===== src/rtl/eth_tx_pkg.sv =====
// Shared types, framing constants and the byte-wide CRC-32 step for the GMII transmit MAC.
package eth_tx_pkg;

    // Each state names the kind of byte currently on gmii_txd.
    typedef enum logic [2:0] {
        ST_IDLE,
        ST_PREAMBLE,
        ST_SFD,
        ST_DATA,
        ST_PAD,
        ST_FCS,
        ST_IFG
    } tx_state_e;

    localparam logic [7:0]  PREAMBLE_BYTE = 8'h55;
    localparam logic [7:0]  SFD_BYTE      = 8'hD5;
    localparam logic [31:0] CRC_POLY_REFL = 32'hEDB88320;
    localparam logic [31:0] CRC_INIT      = 32'hFFFFFFFF;

    function automatic logic [31:0] crc32_next_d8(input logic [31:0] crc, input logic [7:0] data);
        logic [31:0] c;
        c = crc ^ {24'd0, data};
        for (int i = 0; i < 8; i++) begin
            c = c[0] ? ((c >> 1) ^ CRC_POLY_REFL) : (c >> 1);
        end
        return c;
    endfunction

endpackage


===== src/rtl/crc32_d8.sv =====
// Byte-at-a-time CRC-32 (reflected 802.3) accumulator with synchronous re-init and enable.
module crc32_d8
    import eth_tx_pkg::*;
(
    input  logic        clk,
    input  logic        rst_n,
    input  logic        init_i,
    input  logic        en_i,
    input  logic [7:0]  data_i,
    output logic [31:0] crc_o
);

    logic [31:0] crc_q;

    // NOTE: sequential state uses non-blocking (<=) so every register samples pre-edge values.
    always_ff @(posedge clk or negedge rst_n) begin
        if (!rst_n) begin
            crc_q <= CRC_INIT;
        end else if (init_i) begin
            crc_q <= CRC_INIT;
        end else if (en_i) begin
            crc_q <= crc32_next_d8(crc_q, data_i);
        end
    end

    assign crc_o = crc_q;

endmodule


===== src/rtl/gmii_tx_mac.sv =====
// GMII transmit framer: preamble, SFD, payload, zero pad, CRC-32 FCS and inter-frame gap.
module gmii_tx_mac
    import eth_tx_pkg::*;
#(
    parameter int MIN_DATA_LEN = 60,
    parameter int IFG_CYCLES   = 12,
    parameter int PREAMBLE_LEN = 7
) (
    input  logic       gmii_tx_clk,
    input  logic       rst_n,
    input  logic       tx_data_valid,
    input  logic [7:0] tx_data,
    input  logic       tx_data_last,
    output logic       tx_data_ready,
    output logic       gmii_tx_en,
    output logic [7:0] gmii_txd,
    output logic       tx_busy,
    output logic       tx_done,
    output logic       tx_err
);

    localparam logic [11:0] MIN_LEN = 12'(MIN_DATA_LEN);
    localparam logic [7:0]  PRE_LEN = 8'(PREAMBLE_LEN);
    localparam logic [7:0]  IFG_LEN = 8'(IFG_CYCLES);

    tx_state_e   state_q;
    logic [7:0]  cnt_q;
    logic [10:0] byte_cnt_q;
    logic        stomp_q;
    logic        ready_q;
    logic        en_q;
    logic [7:0]  txd_q;
    logic        busy_q;
    logic        done_q;
    logic        err_q;

    logic [31:0] crc;
    logic [31:0] fcs_word;
    logic [10:0] byte_cnt_inc;
    logic [1:0]  fcs_next_idx;
    logic        in_data;
    logic        accept;
    logic        underrun;
    logic        payload_end;
    logic        pad_emit;
    logic        frame_start;
    logic        crc_init;
    logic        crc_en;

    assign in_data      = (state_q == ST_SFD) || (state_q == ST_DATA);
    assign accept       = in_data && ready_q && tx_data_valid;
    assign underrun     = in_data && ready_q && !tx_data_valid;
    // Last payload byte on the wire (ready already dropped) or a pad byte on the wire.
    assign payload_end  = ((state_q == ST_DATA) && !ready_q) || (state_q == ST_PAD);
    assign pad_emit     = payload_end && ({1'b0, byte_cnt_q} < MIN_LEN);
    assign frame_start  = tx_data_valid &&
                          ((state_q == ST_IDLE) || ((state_q == ST_IFG) && (cnt_q >= IFG_LEN)));
    assign crc_init     = (state_q == ST_IDLE) || (state_q == ST_IFG);
    assign crc_en       = accept || pad_emit;
    assign byte_cnt_inc = (byte_cnt_q == 11'h7FF) ? byte_cnt_q : byte_cnt_q + 11'd1;
    assign fcs_word     = stomp_q ? crc : ~crc;
    assign fcs_next_idx = cnt_q[1:0] + 2'd1;

    crc32_d8 u_crc (
        .clk    (gmii_tx_clk),
        .rst_n  (rst_n),
        .init_i (crc_init),
        .en_i   (crc_en),
        .data_i (accept ? tx_data : 8'h00),
        .crc_o  (crc)
    );

    always_ff @(posedge gmii_tx_clk or negedge rst_n) begin
        if (!rst_n) begin
            state_q    <= ST_IDLE;
            cnt_q      <= '0;
            byte_cnt_q <= '0;
            stomp_q    <= 1'b0;
            ready_q    <= 1'b0;
            en_q       <= 1'b0;
            txd_q      <= '0;
            busy_q     <= 1'b0;
            done_q     <= 1'b0;
            err_q      <= 1'b0;
        end else begin
            done_q <= 1'b0;
            err_q  <= 1'b0;
            if (frame_start) begin
                state_q    <= ST_PREAMBLE;
                en_q       <= 1'b1;
                txd_q      <= PREAMBLE_BYTE;
                busy_q     <= 1'b1;
                cnt_q      <= 8'd1;
                byte_cnt_q <= '0;
                stomp_q    <= 1'b0;
            end else begin
                unique case (state_q)
                    ST_IDLE: begin
                        en_q  <= 1'b0;
                        txd_q <= '0;
                    end
                    ST_PREAMBLE: begin
                        if (cnt_q >= PRE_LEN) begin
                            state_q <= ST_SFD;
                            txd_q   <= SFD_BYTE;
                            ready_q <= 1'b1;
                        end else begin
                            txd_q <= PREAMBLE_BYTE;
                            cnt_q <= cnt_q + 8'd1;
                        end
                    end
                    ST_SFD, ST_DATA, ST_PAD: begin
                        if (accept) begin
                            state_q    <= ST_DATA;
                            txd_q      <= tx_data;
                            byte_cnt_q <= byte_cnt_inc;
                            if (tx_data_last) ready_q <= 1'b0;
                        end else if (underrun) begin
                            // Stomped FCS is the raw CRC, i.e. the complement of the good FCS.
                            state_q <= ST_FCS;
                            txd_q   <= crc[7:0];
                            stomp_q <= 1'b1;
                            ready_q <= 1'b0;
                            cnt_q   <= '0;
                        end else if (pad_emit) begin
                            state_q    <= ST_PAD;
                            txd_q      <= 8'h00;
                            byte_cnt_q <= byte_cnt_inc;
                        end else begin
                            state_q <= ST_FCS;
                            txd_q   <= ~crc[7:0];
                            cnt_q   <= '0;
                        end
                    end
                    ST_FCS: begin
                        if (cnt_q[1:0] == 2'd3) begin
                            state_q <= ST_IFG;
                            en_q    <= 1'b0;
                            txd_q   <= 8'h00;
                            done_q  <= !stomp_q;
                            err_q   <= stomp_q;
                            cnt_q   <= 8'd1;
                        end else begin
                            txd_q <= fcs_word[{fcs_next_idx, 3'b000} +: 8];
                            cnt_q <= cnt_q + 8'd1;
                        end
                    end
                    ST_IFG: begin
                        if (cnt_q >= IFG_LEN) begin
                            state_q <= ST_IDLE;
                            busy_q  <= 1'b0;
                        end else begin
                            cnt_q <= cnt_q + 8'd1;
                        end
                    end
                    default: begin
                        state_q <= ST_IDLE;
                        en_q    <= 1'b0;
                        ready_q <= 1'b0;
                        busy_q  <= 1'b0;
                    end
                endcase
            end
        end
    end

    assign tx_data_ready = ready_q;
    assign gmii_tx_en    = en_q;
    assign gmii_txd      = txd_q;
    assign tx_busy       = busy_q;
    assign tx_done       = done_q;
    assign tx_err        = err_q;

endmodule


===== config.mk =====
export PLATFORM = sky130hd
export DESIGN_NAME = gmii_tx_mac
export DESIGN_NICKNAME = d
export VERILOG_FILES = /design/src/rtl/eth_tx_pkg.sv /design/src/rtl/crc32_d8.sv /design/src/rtl/gmii_tx_mac.sv
export SDC_FILE = /design/constraint.sdc
export NUM_CORES = 1
export LEC_CHECK = 0
export CAP_MARGIN = 20
export CORE_MARGIN = 2
export CORE_UTILIZATION = 58
export DETAILED_ROUTE_END_ITERATION = 8
export DONT_BUFFER_PORTS = 1
export PLACE_DENSITY = 0.74
export SKIP_CTS_REPAIR_TIMING = 1
export SYNTH_ARGS = -nofsm -noshare
export SYNTH_HDL_FRONTEND = slang
export SYNTH_SLANG_ARGS = --single-unit

===== constraint.sdc =====
create_clock -name gmii_tx_clk -period 3.1 [get_ports gmii_tx_clk]
set_clock_uncertainty 0.05 [all_clocks]
set_input_delay 0.465 -clock gmii_tx_clk [delete_from_list [all_inputs] [get_ports gmii_tx_clk]]
set_output_delay 0.465 -clock gmii_tx_clk [all_outputs]
set_load 0.1 [all_outputs]

==> flow_summary.ini <==
[yosys]
async_flop_share = 1.000
synthDistinctLibCells = 61
synth_xor_area_frac = 0.2191
syn-num-nets = 481
yosysSeqAreaShare = 0.3822
synth-simple-area-share = 0.1507
synth_top_family_by_area = XOR/XNOR gates
yosysMostFrequentCell = xnor2_1
synth-seq-cells = 68
synth-compound-area-share = 0.1510
synthMuxAreaShare = 0.05052
syn_area_sq_mm = 0.004557
synthDominantAreaCellType = dfrtp_1
yosysWarnings = 0
synth_fa_ha_area_frac = 0.01373
synthCells = 464
synth_top_area_share = 0.1977
synth_flop_cell = dfrtp_1
avgSynthCellArea_sq_um = 9.821
synth-edff-count = 0
synth.area.top_cells = dfrtp_1, dfstp_2, xnor2_1, xor2_1, a21oi_1
synth_common_cells = xnor2_1, a21oi_1, dfrtp_1

[power_and_ir_drop]
power_leakage_uw = 0.001937
p_per_area_mw_per_mm2 = 1348
total_power_uw = 6610
peakVddDrop_uv = 610.4

[timing]
period_share = 0.8722
grt_setup_unrepaired = no
fmax_mhz = 369.8
tns_ns = 0
relSlewSlack = 0.3806
hold_viol = 0
slew_violations = 0
fin_ws_ns = 0.3961
period_needed_ns = 2.704
setup_violations = 0
worstMarginPinSlew_ns = 0.9291

[clocking]
cts-buffers-inserted = 9
cts_tree = built
cts_buffer_depth = 2
clock_latency_ns = 0.36
cts.htree.levels = 3
clk_pin_slew_ns = 0.08
root_buffer = clkbuf_8
cts.sinks = 68

[routing]
via_count = 3623
routedWlPerCell_um = 19.83
viasPerCell = 6.379
final_antenna_net_count = 0
drcViolationCount = 0
drtPass1Iterations = 5
wirelength_um = 11260
drtIter0Drc = 254

[placed_design]
dp_hpwl_um = 7822
place_area_sq_mm = 0.004652
io_buffers = 0
dpl.cell_count = 550
place_ws_ns = 0.4759
routabilityCongestion = 0.8893

[worst_setup_path]
cp_max_fo = 16
required_ns = 3.29
crit_arrival_ns = 2.90
crit_type = flop to flop
crit_path_end_kind = flop
cp-start-kind = flop

[die]
num_rows = 32
io-pin-count = 25
core_sq_mm = 0.007687
die_y_um = 92.64
die_w_um = 92.64
initial_core_util = 0.5928
fp.dieArea_sq_mm = 0.008581

[global_routing]
grt_use_total = 0.2778
grt_pass1_vias = 3504
antenna_found_initial = 0
grt_max_degree = 69
grt_overflow = 0
grt_pass1_wl_um = 18360

[finish]
drive_above_1_share = 0.1717
final_nets = 478
num-fill-cells = 601
multi_input_area_sq_mm = 0.002670
diodes = 0
layout.cells.non_filler = 568
syn_to_final_growth_pct = 7.606
final_area_sq_mm = 0.004903
register_area_sq_mm = 0.001742

[flow_run]
maxCapViolCount = 0

[worst_hold_path]
hp-class = input pin to flop

[run_status]
status = complete, no violations
[per-stage QoR]
stage,util,hold WS [ns]
2_1_floorplan,-,0.1194
3_3_place_gp,0.6051,0.1207
3_5_place_dp,0.6051,0.1210
4_1_cts,0.6330,-0.2633
5_1_grt,0.6379,0.2905
6_report,0.6379,0.2814
[layout make-up]
type                       count  area share
inverter                       8    0.006124
clock buffer                  12     0.03828
clock inverter                 4    0.005359
multi-input combinational    361      0.5445
timing repair buffer          13     0.02450
tap                          102     0.02603
sequential                    68      0.3552
[where the power goes]
group	switching (uW)	total [uW]	leakage, uW	internal, uW
Clock	382	792	0.000109	410
Sequential	774	2100	0.000810	1330
Combinational	2000	3720	0.00102	1720
[worst max-delay path, stage by stage (launching register included)]
cell,delay [ns]
dfrtp_1,0.56
nor2b_1,0.28
a31o_1,0.29
a31o_2,0.28
or3_1,0.54
a211o_1,0.34
o41ai_1,0.26
[layer usage]
layer | routed length [um] | share of wire | GRT usage
met5 | 0 | 0 | 0
met4 | 212 | 0.019 | 0.1091
met3 | 738 | 0.066 | 0.04963
met2 | 5246 | 0.47 | 0.4118
met1 | 5067 | 0.45 | 0.4069
[final timing paths]
path | startpoint | endpoint | slack [ns] | depth (start not counted)
max | state_q[1] | cnt_q[5] | 0.40 | 6
max reg2reg | state_q[1] | cnt_q[5] | 0.40 | 6
min | tx_data_valid | state_q[2] | 0.28 | 2
min reg2reg | cnt_q[7] | cnt_q[7] | 0.46 | 1
min in group asynchronous | rst_n | gmii_txd[4] | 0.59 | 2
max in group asynchronous | rst_n | u_crc.crc_o[20] | 2.06 | 2
[sequential cells by signal, indices dropped and copies added, names as in the netlist]
signal,cells
u_crc.crc_o,32
byte_cnt_q,11
cnt_q,8
gmii_txd,8
state_q,3
gmii_tx_en,1
stomp_q,1
tx_busy,1
tx_data_ready,1
tx_done,1
tx_err,1
[cell usage in the layout, fill, tap and decap left out, drive strengths merged, types with 3 or more instances in the layout]
| master | instances |
|---|---|
| a21oi | 46 |
| clkbuf | 12 |
| and2 | 4 |
| o21ai | 13 |
| xor2 | 34 |
| buf | 12 |
| dfstp | 32 |
| inv | 9 |
| xnor2 | 54 |
| nor2 | 30 |
| a211o | 3 |
| nand4 | 5 |
| a221o | 3 |
| mux4 | 8 |
| o22a | 3 |
| o31ai | 3 |
| mux2i | 5 |
| nand2 | 35 |
| and3 | 4 |
| nor2b | 5 |
| nand3 | 11 |
| or3 | 3 |
| o22ai | 6 |
| o211ai | 11 |
| a32oi | 3 |
| nor3 | 30 |
| xnor3 | 5 |
| nor4 | 3 |
| dfrtp | 36 |
| ha | 5 |
[kinds of logic after synthesis]
group / after synthesis
simple gates: 140
compound gates: 108
xor+xnor: 95
flops: 68
buf+inv: 35
mux: 13
fa+ha+maj: 5
(Power assumes the default switching activity.)
